===== src/rtl/fetch_unit.sv =====
// Instruction fetch stage: PC sequencing, instruction-memory handshake and the IF/ID pipeline register.
// Also keeps completed-fetch and miss-cycle counters.
module fetch_unit #(
  parameter logic [31:0] RESET_PC  = 32'h0000_0000,
  parameter logic [31:0] NOP_INSTR = 32'h0000_0013
) (
  input  logic        clk,
  input  logic        reset,
  input  logic        PCSrcE,
  input  logic [31:0] PCTargetE,
  input  logic        StallF,
  input  logic        StallD,
  input  logic        FlushD,
  output logic        imem_req,
  output logic [31:0] imem_addr,
  input  logic [31:0] imem_rdata,
  input  logic        imem_ready,
  output logic [31:0] PCF,
  output logic [31:0] InstrD,
  output logic [31:0] PCD,
  output logic [31:0] PCPlus4D,
  output logic        ValidD,
  output logic        MisalignErr,
  output logic [31:0] FetchCount,
  output logic [31:0] MissCycles
);

  localparam int unsigned XLEN = 32;
  localparam logic [XLEN-1:0] CNT_MAX = '1;

  typedef enum logic [1:0] {BOOT, RUN, WAIT} state_t;

  state_t          state;
  logic            fetch_done;
  logic [XLEN-1:0] pc_plus4;
  logic [XLEN-1:0] redirect_pc;

  // A redirect in Execute kills whatever word memory presents this cycle.
  assign fetch_done  = imem_req & imem_ready & ~StallF & ~PCSrcE;
  assign pc_plus4    = PCF + XLEN'(4);
  assign redirect_pc = {PCTargetE[XLEN-1:2], 2'b00};
  assign imem_addr   = PCF;

  always_ff @(posedge clk) begin
    if (reset) begin
      state       <= BOOT;
      imem_req    <= 1'b0;
      PCF         <= RESET_PC;
      InstrD      <= NOP_INSTR;
      PCD         <= '0;
      PCPlus4D    <= '0;
      ValidD      <= 1'b0;
      MisalignErr <= 1'b0;
      FetchCount  <= '0;
      MissCycles  <= '0;
    end else begin
      // Every non-reset cycle leaves the FSM in RUN or WAIT, both of which request.
      imem_req <= 1'b1;

      case (state)
        BOOT:    state <= RUN;
        RUN:     if (!imem_ready && !StallF) state <= WAIT;
        WAIT:    if (imem_ready || PCSrcE)   state <= RUN;
        default: state <= BOOT;
      endcase

      if (PCSrcE) begin
        PCF <= redirect_pc;
      end else if (fetch_done) begin
        PCF <= pc_plus4;
      end

      MisalignErr <= PCSrcE & (PCTargetE[1:0] != 2'b00);

      if (FlushD) begin
        InstrD   <= NOP_INSTR;
        PCD      <= '0;
        PCPlus4D <= '0;
        ValidD   <= 1'b0;
      end else if (StallD) begin
        InstrD   <= InstrD;
      end else if (fetch_done) begin
        InstrD   <= imem_rdata;
        PCD      <= PCF;
        PCPlus4D <= pc_plus4;
        ValidD   <= 1'b1;
      end else begin
        InstrD   <= NOP_INSTR;
        PCD      <= '0;
        PCPlus4D <= '0;
        ValidD   <= 1'b0;
      end

      if (fetch_done && FetchCount != CNT_MAX) begin
        FetchCount <= FetchCount + XLEN'(1);
      end
      if (state == WAIT && MissCycles != CNT_MAX) begin
        MissCycles <= MissCycles + XLEN'(1);
      end
    end
  end

endmodule


===== config.mk =====
export PLATFORM = sky130hd
export DESIGN_NAME = fetch_unit
export DESIGN_NICKNAME = d
export VERILOG_FILES = /design/src/rtl/fetch_unit.sv
export SDC_FILE = /design/constraint.sdc
export NUM_CORES = 1
export LEC_CHECK = 0
export ABC_CLOCK_PERIOD_IN_PS = 7040
export BUFFER_PORTS_ARGS = -buffer_cell sky130_fd_sc_hd__buf_2
export CAP_MARGIN = 10
export CORE_UTILIZATION = 55
export DETAILED_ROUTE_END_ITERATION = 8
export PLACE_DENSITY = 0.93
export SYNTH_ARGS = -nofsm -noshare
export SYNTH_HDL_FRONTEND = slang
export SYNTH_SLANG_ARGS = --single-unit

===== constraint.sdc =====
create_clock -name clk -period 7.04 [get_ports clk]
set_input_delay 2.112 -clock clk [delete_from_list [all_inputs] [get_ports clk]]
set_output_delay 2.112 -clock clk [all_outputs]
set_load 0.05 [all_outputs]

==> flow_summary_export.csv, run 1 <==
group,metric,value,unit
sta,rsz0062_at_grt,"no",
critical_path,crit_chain,"buf_2 -> nand4bb_1 -> buf_4 -> or4_1 -> or4_1 -> or4_1 -> a21oi_1",
clock_network,cts_sinks,191,
yosys,synth_common_cells,"214 x nor2_1, 191 x dfxtp_1, 132 x nand2_1",
sta,clock_skew,0.0114,ns
cells_and_area,fill_cells,1322,
critical_path,critPathMaxFanout,13,
critical_path,worstSetupStartpointType,"input port",
clock_network,h-tree-depth,4,
critical_path,path_delay_family,"simple AND/OR/NAND/NOR gates",
yosys,synthCells,1162,
yosys,ys.flop_type,"dfxtp_1",
critical_path,cp-end-kind,"flip-flop",
min_path,min_path_type,"reg -> reg",
yosys,synthDistinctLibCells,52,
yosys,ys_ff_latch,191,
grt,grt_pass1_vias,7966,
sta,finalHoldViolations,0,
sta,maxSlewViolCount,0,
grt,grtUsageTotal,0.287,
drt,routed_wirelength,25400,microns
cells_and_area,final_area,10900,sq um
critical_path,slowest_delay,0.53,ns
floorplanning,rows,46,
floorplanning,core,16000,sq um
grt,grt_antenna_before_repair,2,
drt,drt-initial-drc-count,849,
yosys,synth_fa_ha_area_frac,0.00413,
critical_path,r2r_cells,5,
cells_and_area,drive_gt1_frac,0.254,
sta,tns,0,ns
yosys,synth_mux_area_frac,0.0167,
critical_path,crit-reg2reg-launch,"MissCycles[4]",
drt,drc,0,
critical_path,cp_common_cell,"or4_1",
sta,setup_violations,0,
grt,grt_overflow,0,
yosys,synthTopCellsByArea,"dfxtp_1 42%, nor2_1 8.8%, nand2_1 5.5%",
clock_network,cts_buffers,17,
critical_path,crit_type,"in -> reg",
clock_network,ctsHoldBuffers,0,
placed_design,port-buffer-count,289,
placed_design,routabilityCongestion,0.920,
critical_path,required,7.39,ns
critical_path,r2r_slack,4.33,ns
yosys,synth_compound_area_frac,0.127,
yosys,yosysMostFrequentCell,"nor2_1",
clock_network,clkTransAtPathRegs,0.07,ns
floorplanning,io_pins,298,
floorplanning,initial_core_util,0.568,
yosys,synthSimpleGateAreaFrac,0.283,
clock_network,clockBufferDepth,2,
critical_path,cp.depth,7,
yosys,synthArstFlopShare,0,
critical_path,r2r_end,"MissCycles[21]",
grt,grt_pass1_wl,39000,microns
drt,antenna_left,0,
placed_design,placed_cell_area,10300,sq um
yosys,synth.yosys.warnings,0,
clock_network,cts_tree,"built",
drt,dr.pass1.iters,6,
drt,routed_via_density,5.68,
yosys,synth-seq-area-share,0.421,
yosys,synth_top_area_share,0.421,
drt,vias,9102,
sta,period_share,0.571,
drt,wl_per_cell,15.9,microns
yosys,synth_largest_area_cell,"dfxtp_1",
clock_network,clk_latency,0.43,ns
yosys,synthXorXnorAreaFrac,0.0791,
sta,period_needed,4.02,ns
clock_network,ctsResizeCount,0,
pwr,powerDensity,210,nW/um^2
sta,worstMarginPinSlew,1.01,ns
sta,fmax,249,MHz
clock_network,cts-root-buf,"clkbuf_16",
cells_and_area,syn2layout_area_growth,20.0,%
critical_path,startpoint,"PCSrcE",
run,max_cap_viol_count,0,
floorplanning,fp.dieH,131,microns
yosys,syn_area,9080,sq um
critical_path,arrival,4.36,ns
pwr,ir_drop,147,uV
critical_path,cp-endpoint,"FetchCount[22]",
grt,grt_max_degree,93,
pwr,power,0.00229,W
yosys,synth_top_family_by_area,"simple AND/OR/NAND/NOR gates",
placed_design,dpl.hpwl,18200,microns
run_status,status,"completed",
yosys,syn_avg_cell_area,7.82,sq um
yosys,synth-edff-count,0,
floorplanning,dieArea,17000,sq um
critical_path,slowest_stage,"or4_1",
critical_path,cp.buffers_inverters,2,
sta,slew_headroom,0.318,
clock_network,cts_setup_buffers,0,
floorplanning,fp.dieW,131,microns
pwr,leakage,4.49,nW
cells_and_area,nets,1444,
-- layer usage --
metal | vias up | wire, microns | global-route usage
li1 | 4386 | - | -
met1 | 4221 | 10200 | 0.348
met2 | 444 | 12700 | 0.498
met3 | 49 | 2070 | 0.0623
met4 | 2 | 436 | 0.108
met5 | - | 12 | 0
-- logic make-up (layout without fill, tap and decap cells) --
kind of cell,count (synthesis),count (layout)
simple gates,549,549
xor+xnor,82,82
fa+ha+maj,3,3
flops,191,191
other cells,1,11
mux,14,14
compound gates,196,196
buf+inv,126,340
-- placed cells by master (no fill, tap or decap), types with 9 or more instances in the layout --
cell,count
buf_2,287
nor2_1,214
dfxtp_1,191
nand2_1,132
a21oi_1,97
xor2_1,48
nand4_1,42
nand3_1,41
o21ai_0,35
xnor2_1,34
a211oi_1,25
nor3_1,22
nor4_1,22
or4_1,19
clkbuf_16,17
nor2b_1,12
o31ai_1,11
or3_1,11
buf_4,11
and3_1,9
mux2_2,9
-- stage by stage --
stage | std cells | setup slack (ns) | util | hold slack, ns
2_1_floorplan | 1169 | 3.06 | - | 0.539
3_3_place_gp | 1567 | 2.67 | 0.646 | 0.430
3_5_place_dp | 1567 | 2.61 | 0.646 | 0.438
4_1_cts | 1599 | 3.07 | 0.681 | 0.458
5_1_grt | 1600 | 2.94 | 0.681 | 0.489
6_report | 1602 | 3.02 | 0.681 | 0.455
-- how the worst min path moves through the flow --
stage	cells after the start	slack (ns)	startpoint	endpoint
5_1_grt	2	0.49	PCPlus4D[20]	PCPlus4D[20]
3_5_place_dp	2	0.44	PCPlus4D[31]	PCPlus4D[31]
4_1_cts	2	0.46	PCPlus4D[15]	PCPlus4D[15]
2_1_floorplan	2	0.54	state[1]	state[0]
3_3_place_gp	2	0.43	PCPlus4D[21]	PCPlus4D[21]
6_report	2	0.46	PCPlus4D[20]	PCPlus4D[20]
-- registers in the layout, summed over array words and instances (netlist names), 2 cells and up --
name and cells:
FetchCount 32, InstrD 32, MissCycles 32, PCD 30
PCF 30, PCPlus4D 30, state 2
-- worst min-delay path: stages, from the launching register on --
cell and delay, ns:
dfxtp_1 0.33, nand2_1 0.04, o21ai_0 0.05
-- area by class of cell --
class                   count  area (sq um)  share of cell area
diodes                      3          7.51            0.000689
repair buffers            298          1520               0.139
clock inverters            14           125              0.0115
multi-input cells         852          4680               0.429
inverters                  10          37.5             0.00344
well taps                 216           270              0.0248
flip-flops and latches    191          3820               0.351
clock buffers              18           439              0.0403
-- report_power, final --
group	leakage, nW	switching, W	internal, W	total (W)
sequential	1.55	0.0000348	0.00109	0.00113
clock	0.271	0.000453	0.000476	0.000929
combinational	2.67	0.000175	0.0000581	0.000234
total	4.49	0.000664	0.00163	0.00229
Power figures use the tool's default switching activity.
==> run 2, diff against run 1 <==
Settings changed: ABC_AREA set to 1, ABC_CLOCK_PERIOD_IN_PS 7040 to 3700, CORE_UTILIZATION 55 to 52, PLACE_DENSITY 0.93 to 0.88.
Clock period 7.04 ns to 3.7 ns, I/O delays scaled along.
==> run 2 against run 1 <==
Against the previous run: critical path type unchanged; die area rose by 14%; clock skew barely moved; utilization fell by 4.4 points; clock-buffer cell count did not move; clock power rose by 100%; largest power group unchanged; the flow now finishes with violations (design-rule violations); synthesized cell count rose by 26%; area after synthesis rose by 7.5%; critical endpoint is now InstrD[7]; highest routed layer is now met4; final cell count rose by 21%; hold slack got worse by 0.0010 ns; worst setup slack got worse by 2.0 ns; sequential cell count did not move; via count rose by 8.9%.
==> flow_summary_export.csv, run 2 <==
group,metric,value,unit
run_status,status,"finished with violations",
run_status,failed_checks,"design-rule violations",
yosys,synth-seq-area-share,0.392,
yosys,ys_ff_latch,191,
yosys,synth.yosys.warnings,0,
clock_network,h-tree-depth,4,
sta,maxSlewViolCount,0,
sta,tns,0,ns
yosys,synthDistinctLibCells,37,
floorplanning,io_pins,298,
floorplanning,initial_core_util,0.536,
critical_path,slowest_delay,0.46,ns
grt,grt_max_degree,66,
drt,dr.max_layer_used,"met4",
drt,antenna_left,0,
clock_network,clk_latency,0.44,ns
clock_network,ctsResizeCount,0,
drt,dr.pass1.iters,9,
drt,drt-initial-drc-count,912,
grt,grt_pass1_wl,44400,microns
critical_path,slowest_stage,"nor2_4",
pwr,power,0.00449,W
critical_path,r2r_slack,1.32,ns
cells_and_area,final_cell_mix,"536 x nand2_1, 288 x buf_2, 191 x dfxtp_1, 159 x nor2_1, 142 x a21oi_1",
critical_path,cp-end-kind,"flip-flop",
floorplanning,fp.dieH,139,microns
drt,routed_via_density,5.11,
sta,rsz0062_at_grt,"no",
cells_and_area,drive_gt1_frac,0.230,
sta,fmax,371,MHz
clock_network,clockBufferDepth,2,
sta,period_share,0.729,
sta,worst_slack,1.00,ns
min_path,min_to,"InstrD[5]",
clock_network,cts_buffers,17,
yosys,syn_avg_cell_area,6.65,sq um
critical_path,r2r_cells,10,
drt,wl_met2,13300,microns
cells_and_area,largestRegisters,"FetchCount x32, InstrD x32, MissCycles x32",
clock_network,cts_tree,"built",
sta,clock_skew,0.0117,ns
yosys,synthCells,1468,
floorplanning,core,18200,sq um
yosys,synth_largest_area_cell,"dfxtp_1",
clock_network,cts_sinks,191,
yosys,synth-edff-count,0,
grt,grt_pass1_vias,8867,
pwr,powerDensity,387,nW/um^2
grt,grt_antenna_before_repair,0,
floorplanning,dieArea,19300,sq um
yosys,ys.flop_type,"dfxtp_1",
critical_path,critPathMaxFanout,27,
placed_design,routabilityCongestion,0.957,
floorplanning,rows,49,
critical_path,r2r_end,"FetchCount[9]",
critical_path,crit-reg2reg-launch,"FetchCount[0]",
yosys,synth_top_area_share,0.392,
yosys,synthArstFlopShare,0,
yosys,yosysMostFrequentCell,"nand2_1",
clock_network,ctsHoldBuffers,0,
sta,finalHoldViolations,0,
placed_design,port-buffer-count,289,
critical_path,crit_type,"in -> reg",
clock_network,cts_setup_buffers,0,
drt,routed_wirelength,28000,microns
floorplanning,fp.dieW,139,microns
yosys,syn_area,9770,sq um
pwr,ir_drop,351,uV
min_path,min_path_type,"reg -> reg",
min_path,hp-start,"InstrD[5]",
cells_and_area,syn2layout_area_growth,18.8,%
drt,drc,16,
grt,grtUsageTotal,0.284,
critical_path,crit_chain,"buf_2 -> nand3b_1 -> nor2_4 -> nand2_2 -> inv_2 -> buf_4 -> nand2_1 -> a21oi_1",
drt,wl_met1,12300,microns
sta,fin_hold_ws,0.454,ns
yosys,synthTopCellsByArea,"dfxtp_1 39%, nand2_1 21%, a21oi_1 7.3%",
cells_and_area,n_antenna_cell,0,
drt,wl_met3,1670,microns
sta,worstMarginPinSlew,0.675,ns
sta,slew_headroom,0.550,
critical_path,worstSetupStartpointType,"input port",
placed_design,place_ws,0.571,ns
min_path,hold_path_depth,2,
drt,wl_per_cell,14.4,microns
placed_design,dpl.hpwl,20600,microns
drt,vias,9909,
critical_path,required,4.06,ns
critical_path,arrival,3.06,ns
sta,setup_violations,0,
run,max_cap_viol_count,0,
clock_network,clkTransAtPathRegs,0.08,ns
grt,grt_overflow,0,
pwr,leakage,4.99,nW
sta,period_needed,2.70,ns
cells_and_area,nets,1772,
cells_and_area,fill_cells,1654,
yosys,synth_common_cells,"536 x nand2_1, 191 x dfxtp_1, 160 x nor2_1",
clock_network,cts-root-buf,"clkbuf_16",
cells_and_area,final_common_cell,"nand2_1",
-- run 2: cell types whose count changed after synthesis, sizes merged, moves of 16 or more --
cell / previous run / this run
or4: 19 / 0
xnor2: 34 / 17
a211oi: 25 / 0
nand2: 132 / 562
nor3: 22 / 6
nand4: 42 / 8
a21oi: 97 / 162
inv: 9 / 104
nor2: 214 / 170
nor4: 25 / 0
clkbuf: 66 / 33
xor2: 48 / 27
-- run 2: routing by layer --
metal / global-route usage / up-vias
met3: 0.0508 / 57
met1: 0.369 / 4462
met2: 0.469 / 359
met4: 0.112 / 0
met5: 0 / -
li1: - / 5031
-- run 2: final cells by class --
cell class | count | area (sq um) | share of cell area
multi-input cells | 1083 | 4960 | 0.428
flip-flops and latches | 191 | 3820 | 0.330
repair buffers | 299 | 1540 | 0.132
clock buffers | 18 | 429 | 0.0370
inverters | 106 | 400 | 0.0345
well taps | 229 | 287 | 0.0247
clock inverters | 14 | 164 | 0.0141
-- run 2: worst max path at each step --
stage / startpoint / to / slack [ns] / cells past startpoint
after floorplan: StallF / PCD[5] / 1.42 / 8
after global placement: StallF / InstrD[9] / 0.70 / 8
after detailed placement: StallF / InstrD[7] / 0.57 / 8
after CTS: StallF / InstrD[7] / 1.04 / 8
after global routing: StallF / PCD[31] / 0.85 / 8
final: StallF / InstrD[7] / 1.00 / 8
-- run 2: kinds of logic (layout without fill, tap and decap cells) --
| family | count (synthesis) | after routing | synth area share |
|---|---|---|---|
| compound gates | 221 | 221 | 0.122 |
| xor+xnor | 44 | 44 | 0.0395 |
| fa+ha+maj | 3 | 3 | 0.00384 |
| buf+inv | 201 | 437 | 0.104 |
| flops | 191 | 191 | 0.392 |
| other cells | 1 | 8 | 0.000384 |
| simple gates | 807 | 807 | 0.339 |
-- run 2: metrics by stage --
step           std cells  utilization  area (sq um)
4_1_cts             1940        0.637         11600
3_5_place_dp        1908        0.605         11000
2_1_floorplan       1475            -          9790
6_report            1940        0.637         11600
5_1_grt             1940        0.637         11600
3_3_place_gp        1908        0.605         11000
-- run 2: critical path: cells and delay by family --
family | cells | cell delay [ns]
and+or+nand+nor | 4 | 0.99
AOI/OAI and AO/OA | 1 | 0.16
buffers and inverters | 3 | 0.77
-- run 2: report_power, final --
| part | internal [W] | total, W | switching (W) | leakage, nW |
|---|---|---|---|---|
| Combinational | 0.000109 | 0.000480 | 0.000371 | 3.16 |
| Clock | 0.000967 | 0.00187 | 0.000902 | 0.284 |
| Sequential | 0.00209 | 0.00214 | 0.0000526 | 1.55 |
==> run 3, diff against run 2 <==
Settings changed: ABC_AREA 1 to 0, ABC_CLOCK_PERIOD_IN_PS 3700 to 2500, CORE_UTILIZATION 52 to 51, PLACE_DENSITY 0.88 to 0.87.
Clock period 3.7 ns to 2.5 ns, I/O delays scaled along.
==> run 3 against run 2 <==
Against the previous run: the run now ends clean; critical path depth down 2; clock-buffer cell count up 3; global-route usage down 0.59 points; via count down 6.6%; clock skew down 0.0019 ns; wire length down 6.0%; non-clock buffer count up 53; critical endpoint is now FetchCount[22].
==> flow_summary_export.csv, run 3 (synthesized netlist as in run 1, its figures left out) <==
group,metric,value,unit
run_status,status,"completed",
sta,fin_hold_ws,0.452,ns
critical_path,slowest_stage,"or4_1",
run,max_cap_viol_count,0,
clock_network,cts_tree,"built",
sta,worstMarginPinSlew,0.739,ns
clock_network,h-tree-depth,4,
cells_and_area,final_common_cell,"buf_2",
sta,fmax,424,MHz
pwr,leakage,4.79,nW
sta,period_share,0.944,
critical_path,arrival,2.71,ns
clock_network,cts_setup_buffers,0,
critical_path,cp_common_cell,"or4_1",
placed_design,routabilityCongestion,0.916,
grt,grt_max_degree,115,
min_path,min_path_type,"reg -> reg",
clock_network,clkTransAtPathRegs,0.07,ns
cells_and_area,drive_gt1_frac,0.287,
critical_path,required,2.85,ns
drt,drc,0,
grt,grt_antenna_before_repair,5,
drt,antenna_left,0,
critical_path,crit_type,"in -> reg",
floorplanning,dieArea,18300,sq um
pwr,powerDensity,573,nW/um^2
clock_network,cts_sinks,191,
critical_path,cp.buffers_inverters,1,
critical_path,cp-end-kind,"flip-flop",
grt,grtUsageTotal,0.278,
sta,period_needed,2.36,ns
drt,dr.pass1.iters,5,
drt,wl_per_cell,15.8,microns
placed_design,dpl.hpwl,19000,microns
floorplanning,initial_core_util,0.523,
drt,vias,9252,
floorplanning,fp.dieH,135,microns
grt,grt_pass1_wl,40700,microns
clock_network,clk_latency,0.43,ns
clock_network,ctsResizeCount,0,
cells_and_area,syn2layout_area_growth,25.5,%
clock_network,cts-root-buf,"clkbuf_16",
critical_path,crit_chain,"buf_2 -> nand4bb_1 -> or4_1 -> or4_1 -> or4_1 -> a21oi_1",
placed_design,placed_cell_area,10800,sq um
grt,grt_pass1_vias,8139,
sta,tns,0,ns
cells_and_area,largestRegisters,"FetchCount x32, InstrD x32, MissCycles x32",
placed_design,port-buffer-count,289,
critical_path,slowest_delay,0.53,ns
floorplanning,io_pins,298,
cells_and_area,nets,1498,
sta,slew_headroom,0.503,
placed_design,place_ws,-0.253,ns
critical_path,r2r_slack,0.21,ns
clock_network,ctsHoldBuffers,0,
sta,clock_skew,0.00981,ns
cells_and_area,final_core_util,0.657,
drt,routed_via_density,5.56,
cells_and_area,final_cell_mix,"287 x buf_2, 214 x nor2_1, 183 x dfxtp_1, 132 x nand2_1, 97 x a21oi_1",
sta,rsz0062_at_grt,"no",
sta,finalHoldViolations,0,
sta,setup_violations,0,
clock_network,cts_buffers,17,
critical_path,worstSetupStartpointType,"input port",
floorplanning,core,17400,sq um
clock_network,clockBufferDepth,2,
critical_path,critPathMaxFanout,5,
drt,routed_wirelength,26300,microns
floorplanning,rows,48,
sta,maxSlewViolCount,0,
grt,grt_overflow,0,
pwr,ir_drop,475,uV
floorplanning,fp.dieW,135,microns
cells_and_area,fill_cells,1456,
cells_and_area,final_area,11400,sq um
drt,drt-initial-drc-count,756,
critical_path,path_delay_family,"simple AND/OR/NAND/NOR gates",
sta,worst_slack,0.141,ns
## run 3: worst reg2reg max path, cell delays in order (launching register included)
cell     delay (ns)
dfxtp_2        0.37
ha_1           0.21
nand3_1        0.11
or4_1          0.43
or4_1          0.52
or4_1          0.43
a21oi_1        0.15
## run 3: routing by layer
layer,routed length [microns],up-vias,track usage
met3,1950,47,0.0561
met4,541,4,0.108
met1,11000,4312,0.348
met2,12800,387,0.470
li1,-,4502,-
met5,18,-,0
## run 3: power by group
part | switching, W | internal [W]
registers | 0.0000605 | 0.00308
logic | 0.000545 | 0.000205
clock network | 0.00121 | 0.00144
total | 0.00181 | 0.00472
## run 3: stage by stage
step,power (W),cells
2_1_floorplan,0.00377,1169
3_3_place_gp,0.00394,1630
3_5_place_dp,0.00395,1630
4_1_cts,0.00656,1662
5_1_grt,0.00673,1663
6_report,0.00654,1663
## run 3: area by class of cell
type,instances,area [sq um],share of cell area
multi-input cells,852,4690,0.412
inverters,10,37.5,0.00329
clock inverters,11,105,0.00922
well taps,225,282,0.0247
flip-flops and latches,191,3830,0.336
clock buffers,21,460,0.0404
diodes,1,2.50,0.000219
repair buffers,352,1990,0.174
## run 3: path summary, 6_finish.rpt
check	start	end	depth (start not counted)
worst max register to register	FetchCount[0]	FetchCount[22]	6
worst max-delay path	PCSrcE	FetchCount[22]	6
worst min register to register	PCPlus4D[23]	PCPlus4D[23]	2
worst min-delay path	PCPlus4D[23]	PCPlus4D[23]	2
